--- config.mk ---
export PLATFORM = sky130hd
export DESIGN_NAME = fft_sched_flat
export DESIGN_NICKNAME = d
export VERILOG_FILES = /design/src/rtl/fft_sched_if.sv /design/src/rtl/fft_sched.sv /design/src/flat_wrapper.sv
export SDC_FILE = /design/constraint.sdc
export NUM_CORES = 1
export LEC_CHECK = 0
export CORE_MARGIN = 2
export CORE_UTILIZATION = 45
export CTS_CLUSTER_DIAMETER = 30
export DETAILED_ROUTE_END_ITERATION = 6
export PLACE_DENSITY = 0.74
export REMOVE_ABC_BUFFERS = 1
export SETUP_SLACK_MARGIN = 0.05
export SYNTH_ARGS = -nofsm -noshare
export SYNTH_HDL_FRONTEND = slang
export SYNTH_SLANG_ARGS = --single-unit
--- constraint.sdc ---
create_clock -name clk_i -period 4.8 [get_ports clk_i]
set_input_delay 1.2 -clock clk_i [delete_from_list [all_inputs] [get_ports clk_i]]
set_output_delay 1.2 -clock clk_i [all_outputs]
set_load 0.01 [all_outputs]
--- src/rtl/fft_sched_if.sv ---
// Bus bundle between the FFT scheduler and its sample memory / butterfly datapath.
interface fft_sched_if #(
    parameter int unsigned N_POINTS = 16
);
    localparam int unsigned L  = $clog2(N_POINTS);
    localparam int unsigned SW = (L > 1) ? $clog2(L) : 1;

    logic          start_i;
    logic          busy_o;
    logic          done_o;
    logic          rd_en_o;
    logic [L-1:0]  rd_addr_a_o;
    logic [L-1:0]  rd_addr_b_o;
    logic [L-2:0]  tw_addr_o;
    logic          wr_en_o;
    logic [L-1:0]  wr_addr_a_o;
    logic [L-1:0]  wr_addr_b_o;
    logic [SW-1:0] stage_o;

    // Scheduler side
    modport master (
        input  start_i,
        output busy_o, done_o, rd_en_o, rd_addr_a_o, rd_addr_b_o, tw_addr_o,
        output wr_en_o, wr_addr_a_o, wr_addr_b_o, stage_o
    );

    // Memory / datapath side
    modport slave (
        output start_i,
        input  busy_o, done_o, rd_en_o, rd_addr_a_o, rd_addr_b_o, tw_addr_o,
        input  wr_en_o, wr_addr_a_o, wr_addr_b_o, stage_o
    );
endinterface

--- src/rtl/fft_sched.sv ---
// In-place radix-2 FFT address scheduler: issues one butterfly per cycle per
// stage, inserts a pipeline-drain gap between stages, and delays the read
// strobe/addresses to form the writeback strobe/addresses.
// Optional macro FFT_SCHED_BITREV_EN: bit-reverse stage-0 read addresses.
module fft_sched #(
    parameter int unsigned N_POINTS = 16,
    parameter int unsigned RD_LAT   = 1,
    parameter int unsigned BFLY_LAT = 1
) (
    input logic         clk_i,
    input logic         rst_n,
    fft_sched_if.master bus
);
    localparam int unsigned L        = $clog2(N_POINTS);
    localparam int unsigned SW       = (L > 1) ? $clog2(L) : 1;
    localparam int unsigned KW       = L - 1;
    localparam int unsigned PIPE_LAT = RD_LAT + BFLY_LAT;
    localparam int unsigned GW       = $clog2(PIPE_LAT + 1);

    localparam logic [KW-1:0] K_LAST = KW'(N_POINTS / 2 - 1);
    localparam logic [SW-1:0] S_LAST = SW'(L - 1);
    localparam logic [GW-1:0] G_LAST = GW'(PIPE_LAT - 1);

    typedef enum logic [1:0] {IDLE, RUN, GAP, DONE} state_t;

    state_t        state_q, state_d;
    logic [KW-1:0] k_q, k_d;
    logic [SW-1:0] s_q, s_d;
    logic [GW-1:0] g_q, g_d;
    logic          issue_c, busy_c, done_c;

    logic [L-1:0]  h_c, p_c, a_c, b_c, a_rd_c, b_rd_c;
    logic [L-2:0]  tw_c;

    logic          rd_en_q, busy_q, done_q;
    logic [L-1:0]  rd_a_q, rd_b_q, nat_a_q, nat_b_q;
    logic [L-2:0]  tw_q;
    logic [SW-1:0] stage_q;

    logic          pipe_en_q [PIPE_LAT];
    logic [L-1:0]  pipe_a_q  [PIPE_LAT];
    logic [L-1:0]  pipe_b_q  [PIPE_LAT];

    // State and counter registers
    always_ff @(posedge clk_i or negedge rst_n) begin
        if (!rst_n) begin
            state_q <= IDLE;
            k_q     <= '0;
            s_q     <= '0;
            g_q     <= '0;
        end else begin
            state_q <= state_d;
            k_q     <= k_d;
            s_q     <= s_d;
            g_q     <= g_d;
        end
    end

    // Next-state, counter updates and per-cycle decode
    always_comb begin
        state_d = state_q;
        k_d     = k_q;
        s_d     = s_q;
        g_d     = g_q;
        issue_c = 1'b0;
        busy_c  = 1'b0;
        done_c  = 1'b0;
        unique case (state_q)
            IDLE: begin
                if (bus.start_i) begin
                    state_d = RUN;
                    k_d     = '0;
                    s_d     = '0;
                    g_d     = '0;
                end
            end
            RUN: begin
                issue_c = 1'b1;
                busy_c  = 1'b1;
                if (k_q == K_LAST) begin
                    state_d = GAP;
                    g_d     = '0;
                end else begin
                    k_d = k_q + KW'(1);
                end
            end
            GAP: begin
                busy_c = 1'b1;
                if (g_q == G_LAST) begin
                    k_d = '0;
                    if (s_q == S_LAST) begin
                        state_d = DONE;
                    end else begin
                        state_d = RUN;
                        s_d     = s_q + SW'(1);
                    end
                end else begin
                    g_d = g_q + GW'(1);
                end
            end
            DONE: begin
                done_c = 1'b1;
                if (bus.start_i) begin
                    state_d = RUN;
                    k_d     = '0;
                    s_d     = '0;
                    g_d     = '0;
                end else begin
                    state_d = IDLE;
                end
            end
            default: state_d = IDLE;
        endcase
    end

    // Natural-order butterfly addresses and twiddle index for (s, k)
    always_comb begin
        h_c  = L'(1) << s_q;
        p_c  = L'(k_q) & (h_c - L'(1));
        a_c  = (((L'(k_q) >> s_q) << s_q) << 1) | p_c;
        b_c  = a_c + h_c;
        tw_c = (L-1)'(p_c << (S_LAST - s_q));
    end

`ifdef FFT_SCHED_BITREV_EN
    logic [L-1:0] a_rev_c, b_rev_c;

    // Stage-0 reads fetch from bit-reversed locations so input can be stored naturally
    always_comb begin
        a_rev_c = '0;
        b_rev_c = '0;
        for (int i = 0; i < int'(L); i++) begin
            a_rev_c[i] = a_c[int'(L) - 1 - i];
            b_rev_c[i] = b_c[int'(L) - 1 - i];
        end
        a_rd_c = (s_q == '0) ? a_rev_c : a_c;
        b_rd_c = (s_q == '0) ? b_rev_c : b_c;
    end
`else
    assign a_rd_c = a_c;
    assign b_rd_c = b_c;
`endif

    // Registered issue-side outputs
    always_ff @(posedge clk_i or negedge rst_n) begin
        if (!rst_n) begin
            rd_en_q <= 1'b0;
            busy_q  <= 1'b0;
            done_q  <= 1'b0;
            rd_a_q  <= '0;
            rd_b_q  <= '0;
            nat_a_q <= '0;
            nat_b_q <= '0;
            tw_q    <= '0;
            stage_q <= '0;
        end else begin
            rd_en_q <= issue_c;
            busy_q  <= busy_c;
            done_q  <= done_c;
            rd_a_q  <= issue_c ? a_rd_c : '0;
            rd_b_q  <= issue_c ? b_rd_c : '0;
            nat_a_q <= issue_c ? a_c : '0;
            nat_b_q <= issue_c ? b_c : '0;
            tw_q    <= issue_c ? tw_c : '0;
            stage_q <= s_q;
        end
    end

    // Writeback delay line: read strobe and natural addresses delayed by PIPE_LAT
    always_ff @(posedge clk_i or negedge rst_n) begin
        if (!rst_n) begin
            for (int i = 0; i < int'(PIPE_LAT); i++) begin
                pipe_en_q[i] <= 1'b0;
                pipe_a_q[i]  <= '0;
                pipe_b_q[i]  <= '0;
            end
        end else begin
            pipe_en_q[0] <= rd_en_q;
            pipe_a_q[0]  <= nat_a_q;
            pipe_b_q[0]  <= nat_b_q;
            for (int i = 1; i < int'(PIPE_LAT); i++) begin
                pipe_en_q[i] <= pipe_en_q[i-1];
                pipe_a_q[i]  <= pipe_a_q[i-1];
                pipe_b_q[i]  <= pipe_b_q[i-1];
            end
        end
    end

    assign bus.busy_o      = busy_q;
    assign bus.done_o      = done_q;
    assign bus.rd_en_o     = rd_en_q;
    assign bus.rd_addr_a_o = rd_a_q;
    assign bus.rd_addr_b_o = rd_b_q;
    assign bus.tw_addr_o   = tw_q;
    assign bus.stage_o     = stage_q;
    assign bus.wr_en_o     = pipe_en_q[PIPE_LAT-1];
    assign bus.wr_addr_a_o = pipe_a_q[PIPE_LAT-1];
    assign bus.wr_addr_b_o = pipe_b_q[PIPE_LAT-1];

endmodule
--- src/flat_wrapper.sv ---
// flat-port wrapper written by rule: the top's interface ports become plain ports
module fft_sched_flat 
#(
    parameter int unsigned N_POINTS = 16,
    parameter int unsigned RD_LAT   = 1,
    parameter int unsigned BFLY_LAT = 1
)
  (clk_i, rst_n, bus_start_i, bus_busy_o, bus_done_o, bus_rd_en_o, bus_rd_addr_a_o, bus_rd_addr_b_o, bus_tw_addr_o, bus_wr_en_o, bus_wr_addr_a_o, bus_wr_addr_b_o, bus_stage_o);
  fft_sched_if #(.N_POINTS(N_POINTS)) bus_i ();
  input logic clk_i;
  input logic rst_n;
  input wire logic [$bits(bus_i.start_i)-1:0] bus_start_i;
  output wire logic [$bits(bus_i.busy_o)-1:0] bus_busy_o;
  output wire logic [$bits(bus_i.done_o)-1:0] bus_done_o;
  output wire logic [$bits(bus_i.rd_en_o)-1:0] bus_rd_en_o;
  output wire logic [$bits(bus_i.rd_addr_a_o)-1:0] bus_rd_addr_a_o;
  output wire logic [$bits(bus_i.rd_addr_b_o)-1:0] bus_rd_addr_b_o;
  output wire logic [$bits(bus_i.tw_addr_o)-1:0] bus_tw_addr_o;
  output wire logic [$bits(bus_i.wr_en_o)-1:0] bus_wr_en_o;
  output wire logic [$bits(bus_i.wr_addr_a_o)-1:0] bus_wr_addr_a_o;
  output wire logic [$bits(bus_i.wr_addr_b_o)-1:0] bus_wr_addr_b_o;
  output wire logic [$bits(bus_i.stage_o)-1:0] bus_stage_o;
  assign bus_i.start_i = bus_start_i;
  assign bus_busy_o = bus_i.busy_o;
  assign bus_done_o = bus_i.done_o;
  assign bus_rd_en_o = bus_i.rd_en_o;
  assign bus_rd_addr_a_o = bus_i.rd_addr_a_o;
  assign bus_rd_addr_b_o = bus_i.rd_addr_b_o;
  assign bus_tw_addr_o = bus_i.tw_addr_o;
  assign bus_wr_en_o = bus_i.wr_en_o;
  assign bus_wr_addr_a_o = bus_i.wr_addr_a_o;
  assign bus_wr_addr_b_o = bus_i.wr_addr_b_o;
  assign bus_stage_o = bus_i.stage_o;
  fft_sched #(.N_POINTS(N_POINTS), .RD_LAT(RD_LAT), .BFLY_LAT(BFLY_LAT)) u_core (.clk_i(clk_i), .rst_n(rst_n), .bus(bus_i));
endmodule
==> results of run 1 <==
-- report_power, final --
group	switching [mW]	internal, mW	total [mW]
clock network	0.116	0.208	0.323
registers	0.0732	0.467	0.540
logic	0.260	0.258	0.518
-- metal layers --
layer  share of wire [%]  vias up
met5                   0        -
met4                 1.4        0
met3                 6.0        4
met2                  51       34
met1                  42      524
li1                    -      494
-- area by class of cell --
cell class                 instances  area, um^2  area share (%)
multi-input combinational         75         618            28.3
clock inverter                     2        60.1            2.75
sequential                        43        1080            49.2
tap                               48        60.1            2.75
timing repair buffer              27         265            12.1
inverter                           9        33.8            1.55
clock buffer                       6        72.6            3.32
-- critical path: cells and delay by family, from the launching register on --
kind,cells,cell delay (ps)
AOI/OAI and AO/OA,2,470
adders and majority gates,2,480
DFF,1,560
buffers and inverters,2,280
xor gates and xnor gates,2,320
muxes,1,350
-- how the worst max path moves through the flow --
stage | from | to
6_report | u_core.s_q[0] | u_core.nat_b_q[3]
5_1_grt | u_core.s_q[0] | u_core.nat_b_q[3]
4_1_cts | u_core.s_q[0] | u_core.nat_b_q[3]
3_5_place_dp | u_core.s_q[0] | u_core.nat_b_q[3]
3_3_place_gp | bus_start_i | u_core.g_q[0]
2_1_floorplan | u_core.s_q[0] | u_core.nat_b_q[3]
-- flip-flops by register name (all words and copies together) (netlist names) --
signal,count
u_core.bus.done_o,1
u_core.bus.wr_en_o,1
u_core.nat_b_q,4
u_core.bus.rd_addr_a_o,4
u_core.pipe_en_q,1
u_core.pipe_a_q,4
u_core.k_q,3
u_core.bus.tw_addr_o,3
u_core.bus.busy_o,1
u_core.bus.wr_addr_b_o,4
u_core.state_q,2
u_core.pipe_b_q,4
u_core.s_q,2
u_core.g_q,2
u_core.bus.wr_addr_a_o,4
u_core.bus.stage_o,2
u_core.bus.rd_en_o,1
-- layout by cell type (no fill, tap or decap), types with 3 or more instances in the layout --
cell type,instances
ha_1,14
nand4_1,3
inv_1,9
dfrtp_1,43
nand2_1,6
nand2b_1,4
mux2i_1,4
nor2_1,9
clkdlybuf4s50_1,26
clkbuf_8,5
a22o_1,5
mux2_2,3
-- per-stage QoR --
stage | hold WS [ps] | utilization, % | setup slack [ps] | instance area (um^2)
global route | 359 | 58.4 | 2060 | 2190
floorplan | 331 | - | 2530 | 1730
detailed placement | 337 | 54.8 | 2250 | 2050
global placement | 332 | 54.8 | 2340 | 2050
CTS | 355 | 58.4 | 2210 | 2190
finish | 351 | 58.4 | 2230 | 2190
-- cells by family (layout without fill, tap and decap cells) --
family | after synthesis | in the layout | synth area share (%)
compound gates | 16 | 16 | 6.84
xor+xnor | 3 | 3 | 1.47
fa+ha+maj | 15 | 15 | 10.9
buf+inv | 18 | 44 | 5.51
flops | 43 | 43 | 60.0
mux | 7 | 7 | 4.12
other cells | 1 | 1 | 0.209
simple gates | 33 | 33 | 11.0
==> metrics.yaml, run 1 <==
hold_viol_final: 0
tightest_slew_ps: 878
dr.pass1.iters: 4
fp-row-count: 22
yosysTopAreaCell: "dfrtp_1"
drt-total-wl_um: 2930
power.leakage_nw: 1.05
cts_made_buffers: 5
met1_usage_pct: 16.8
routedWlPerCell_um: 13.9
dieHeight_um: 67.1
root_buffer: "clkbuf_8"
status: "complete, no violations"
synth_most_common_cell: "dfrtp_1"
finalCritPeriodShare_pct: 53.5
r2r-end: "u_core.nat_b_q[3]"
whs_path_depth: 0
antenna_found_initial: 0
place.gp.congestion: 0.868
worst-r2r-setup-slack_ps: 2230
timing.rr.start: "u_core.s_q[0]"
synth_area_mm2: 0.00179
grt_first_pass_wirelength_um: 4690
area_growth_pct: 21.9
htreeDepth: 2
fillers: 310
cts.path.max_buffers: 2
coreArea_mm2: 0.00374
dp_hpwl_um: 2200
path_cells: "inv_1, ha_1, xnor2_1, a32oi_1, inv_1, ha_1, a21oi_1, xnor2_1, mux2_2"
finalPower_mw: 1.38
hold_path_class: "flip-flop to flip-flop"
dieArea_mm2: 0.00451
synth.avg_cell_area_um2: 13.2
cts.sinks: 43
die_w_um: 67.1
synth_edf_count: 0
grt_max_degree: 44
grt_use_total_pct: 14.4
dpl.cell_count: 202
holdCritStartpoint: "u_core.pipe_en_q[1]"
setup_viol: 0
synth_cell_type_count: 35
met2_usage_pct: 24.1
maxSlewHeadroom_pct: 41.4
cts_setup_buffers: 0
overflow: 0
ys_async_sr_fraction_pct: 100
r2r_cells: 9
yosys-top-cells-count: "dfrtp_1, ha_1, inv_1, nor2_1, buf_4"
vdd_ir_drop_max_v: 0.000299
num_vias: 1056
critPathKind: "flip-flop to flip-flop"
synthCells: 136
synth_seq_cells: 43
worstPathRequired_ps: 4980
synthFlopType: "dfrtp_1"
yosys-top-cells-area: "dfrtp_1, ha_1, buf_4, a22o_1, mux2i_1"
cts_resized: 0
start_util_pct: 47.9
period_minus_slack_ps: 2570
drt_iter0_drc: 85
n_antenna_cell: 0
vias_per_cell: 5.03
max_stage_delay_ps: 560
busiest_layer: "met2"
port-buffer-count: 27
final_max_slew_viol_count: 0
clkLatencyLatePin_ps: 290
nets: 179
clk_pin_slew_ps: 80
p_per_area_mw_per_mm2: 632
antenna_left: 0
layout-drive-gt1-share_pct: 9.26
cts_hold_buf: 0
cts_tree: "yes"
io_pins: 28
fmax_ghz: 0.390
drc: 0
yosysWarnings: 0
crit_path_end_kind: "flip-flop"
drv_cap: 0
ys_seq_area_share_pct: 60.0
grt_pass1_vias: 1019
instances_no_fill: 210
grt_setup_unrepaired: "false"
fin_worst_skew_ps: 8.16
tns_ps: 0
start_kind: "flip-flop"
grt_util_met3_pct: 4.90
critPathMaxFanout: 11
cp_slowest_cell: "dfrtp_1"
yosysTopAreaCellShare_pct: 60.0
holdPathEnd: "u_core.bus.wr_en_o"
arrival_ps: 2750
Note: power is estimated with default switching activity, not from simulation.
==> run 2: changes to the inputs <==
Clock period 4.8 ns to 2.65 ns, I/O delays scaled along.
==> metrics.yaml, run 2 (same netlist as run 1, synthesis figures left out) <==
status: "complete, no violations"  # unchanged
dieHeight_um: 67.1  # unchanged
grt_pass1_vias: 1079  # was 1019
grt_use_total_pct: 15.9  # was 14.4%
top_layer_used: "met4"  # unchanged
dieArea_mm2: 0.00451  # unchanged
worstPathRequired_ps: 2830  # was 4980 ps
fp-row-count: 22  # unchanged
cp_slowest_cell: "dfrtp_2"  # was dfrtp_1
clkLatencyLatePin_ps: 290  # about the same
dr_wl_met2_um: 1600  # was 1490 um
grt_first_pass_wirelength_um: 5190  # was 4690 um
area_growth_pct: 22.8  # was 21.9%
instances_no_fill: 211  # was 210
cts_made_buffers: 5  # unchanged
cts_hold_buf: 0  # unchanged
die_w_um: 67.1  # unchanged
stdcell_area_mm2: 0.00220  # was 0.00219 mm^2
power.leakage_nw: 1.06  # was 1.05 nW
path_cells: "inv_1, ha_1, xnor2_1, a32oi_2, inv_1, ha_1, a21oi_1, xnor2_1, mux2_2"  # was inv_1, ha_1, xnor2_1, a32oi_1, inv_1, ha_1, a21oi_1, xnor2_1, mux2_2
mostFrequentLayoutCells: "dfrtp_1, clkdlybuf4s50_1, ha_1, inv_1, nor2_1"  # unchanged
critPathMaxFanout: 11  # unchanged
fin_worst_skew_ps: 5.16  # was 8.16 ps
nets: 180  # was 179
setup_viol: 0  # unchanged
cts_tree: "yes"  # unchanged
tns_ps: 0  # unchanged
finalPower_mw: 2.53  # was 1.38 mW
cts.sinks: 43  # unchanged
dp_hpwl_um: 2250  # was 2200 um
hold_viol_final: 0  # unchanged
final_common_cell: "dfrtp_1"  # unchanged
dr.pass1.iters: 4  # unchanged
clk_pin_slew_ps: 80  # about the same
m1WireLength_um: 1220  # about the same
cts_setup_buffers: 0  # unchanged
num_vias: 1067  # was 1056
htreeDepth: 2  # unchanged
drv_cap: 0  # unchanged
max_stage_delay_ps: 480  # was 560 ps
start_kind: "flip-flop"  # unchanged
p_per_area_mw_per_mm2: 1150  # was 632 mW/mm^2
dpl.cell_count: 203  # was 202
grt_max_degree: 44  # unchanged
fmax_ghz: 0.408  # was 0.390 GHz
grt_setup_unrepaired: "false"  # unchanged
antenna_left: 0  # unchanged
root_buffer: "clkbuf_8"  # unchanged
arrival_ps: 2630  # was 2750 ps
critPathKind: "flip-flop to flip-flop"  # unchanged
drt-total-wl_um: 3040  # was 2930 um
port-buffer-count: 27  # unchanged
maxSlewHeadroom_pct: 40.6  # was 41.4%
vdd_ir_drop_max_v: 0.000485  # was 0.000299 V
worst-r2r-setup-slack_ps: 200  # was 2230 ps
period_minus_slack_ps: 2450  # was 2570 ps
vias_per_cell: 5.06  # was 5.03
drt_iter0_drc: 110  # was 85
place.gp.congestion: 0.888  # was 0.868
fillers: 323  # was 310
drc: 0  # unchanged
antenna_found_initial: 0  # unchanged
n_antenna_cell: 0  # unchanged
cts.path.max_buffers: 2  # unchanged
layout-drive-gt1-share_pct: 11.0  # was 9.26%
final_max_slew_viol_count: 0  # unchanged
io_pins: 28  # unchanged
coreArea_mm2: 0.00374  # unchanged
hold_path_class: "flip-flop to flip-flop"  # unchanged
finalCritPeriodShare_pct: 92.5  # was 53.5%
tightest_slew_ps: 892  # was 878 ps
wl_met3_um: 183  # was 175 um
crit_path_end_kind: "flip-flop"  # unchanged
dpl-instance-area_mm2: 0.00206  # was 0.00205 mm^2
routedWlPerCell_um: 14.4  # was 13.9 um
start_util_pct: 47.9  # unchanged
overflow: 0  # unchanged
[run 2: critical path: cells and delay by family, from the launching register on]
family | cells | cell delay [ps]
XOR/XNOR | 2 | 350
buffers and inverters | 2 | 240
flip-flops | 1 | 480
multiplexers | 1 | 350
AO/OA/AOI/OAI | 2 | 440
adder cells (fa/ha/maj) | 2 | 470
[run 2: final cells by class]
class | instances | area, um^2 | share of cell area (%)
clock inverters | 2 | 60.1 | 2.73
inverters | 9 | 33.8 | 1.53
multi-input cells | 75 | 626 | 28.4
well taps | 48 | 60.1 | 2.73
repair buffers | 28 | 273 | 12.4
clock buffers | 6 | 72.6 | 3.30
flip-flops and latches | 43 | 1080 | 48.9
[run 2: metal layers]
layer	track usage (%)	vias to the layer above
met1	18.7	521
met3	5.57	5
li1	-	501
met2	27.0	40
met4	5.61	0
met5	0	-
[run 2: path summary, 6_finish.rpt]
kind / start / endpoint / depth (start not counted)
max reg2reg: u_core.s_q[0] / u_core.nat_b_q[3] / 9
max in group asynchronous: rst_n / u_core.s_q[0] / 1
min in group asynchronous: rst_n / u_core.bus.wr_addr_a_o[1] / 1
max: u_core.s_q[0] / u_core.nat_b_q[3] / 9
min: u_core.pipe_en_q[1] / u_core.bus.wr_en_o / 0
min reg2reg: u_core.pipe_en_q[1] / u_core.bus.wr_en_o / 0
[run 2: stage by stage]
step,worst slack [ps],util (%),hold slack (ps)
finish,198,58.8,355
global route,48.0,58.8,362
CTS,159,58.6,359
detailed placement,62.8,55.0,341
global placement,267,55.0,332
floorplan,376,-,331
[run 2: repair_timing]
action                                  CTS  global route
resized for setup                         1             1
endpoints found under the setup margin    1             1
gates cloned                              0             0
pin swaps                                 0             0
[run 2: report_power, final]
| part | internal [mW] | total [mW] | leakage, nW | switching (mW) |
|---|---|---|---|---|
| Combinational | 0.480 | 0.966 | 0.420 | 0.487 |
| Clock | 0.376 | 0.583 | 0.0654 | 0.206 |
| Sequential | 0.848 | 0.977 | 0.574 | 0.129 |
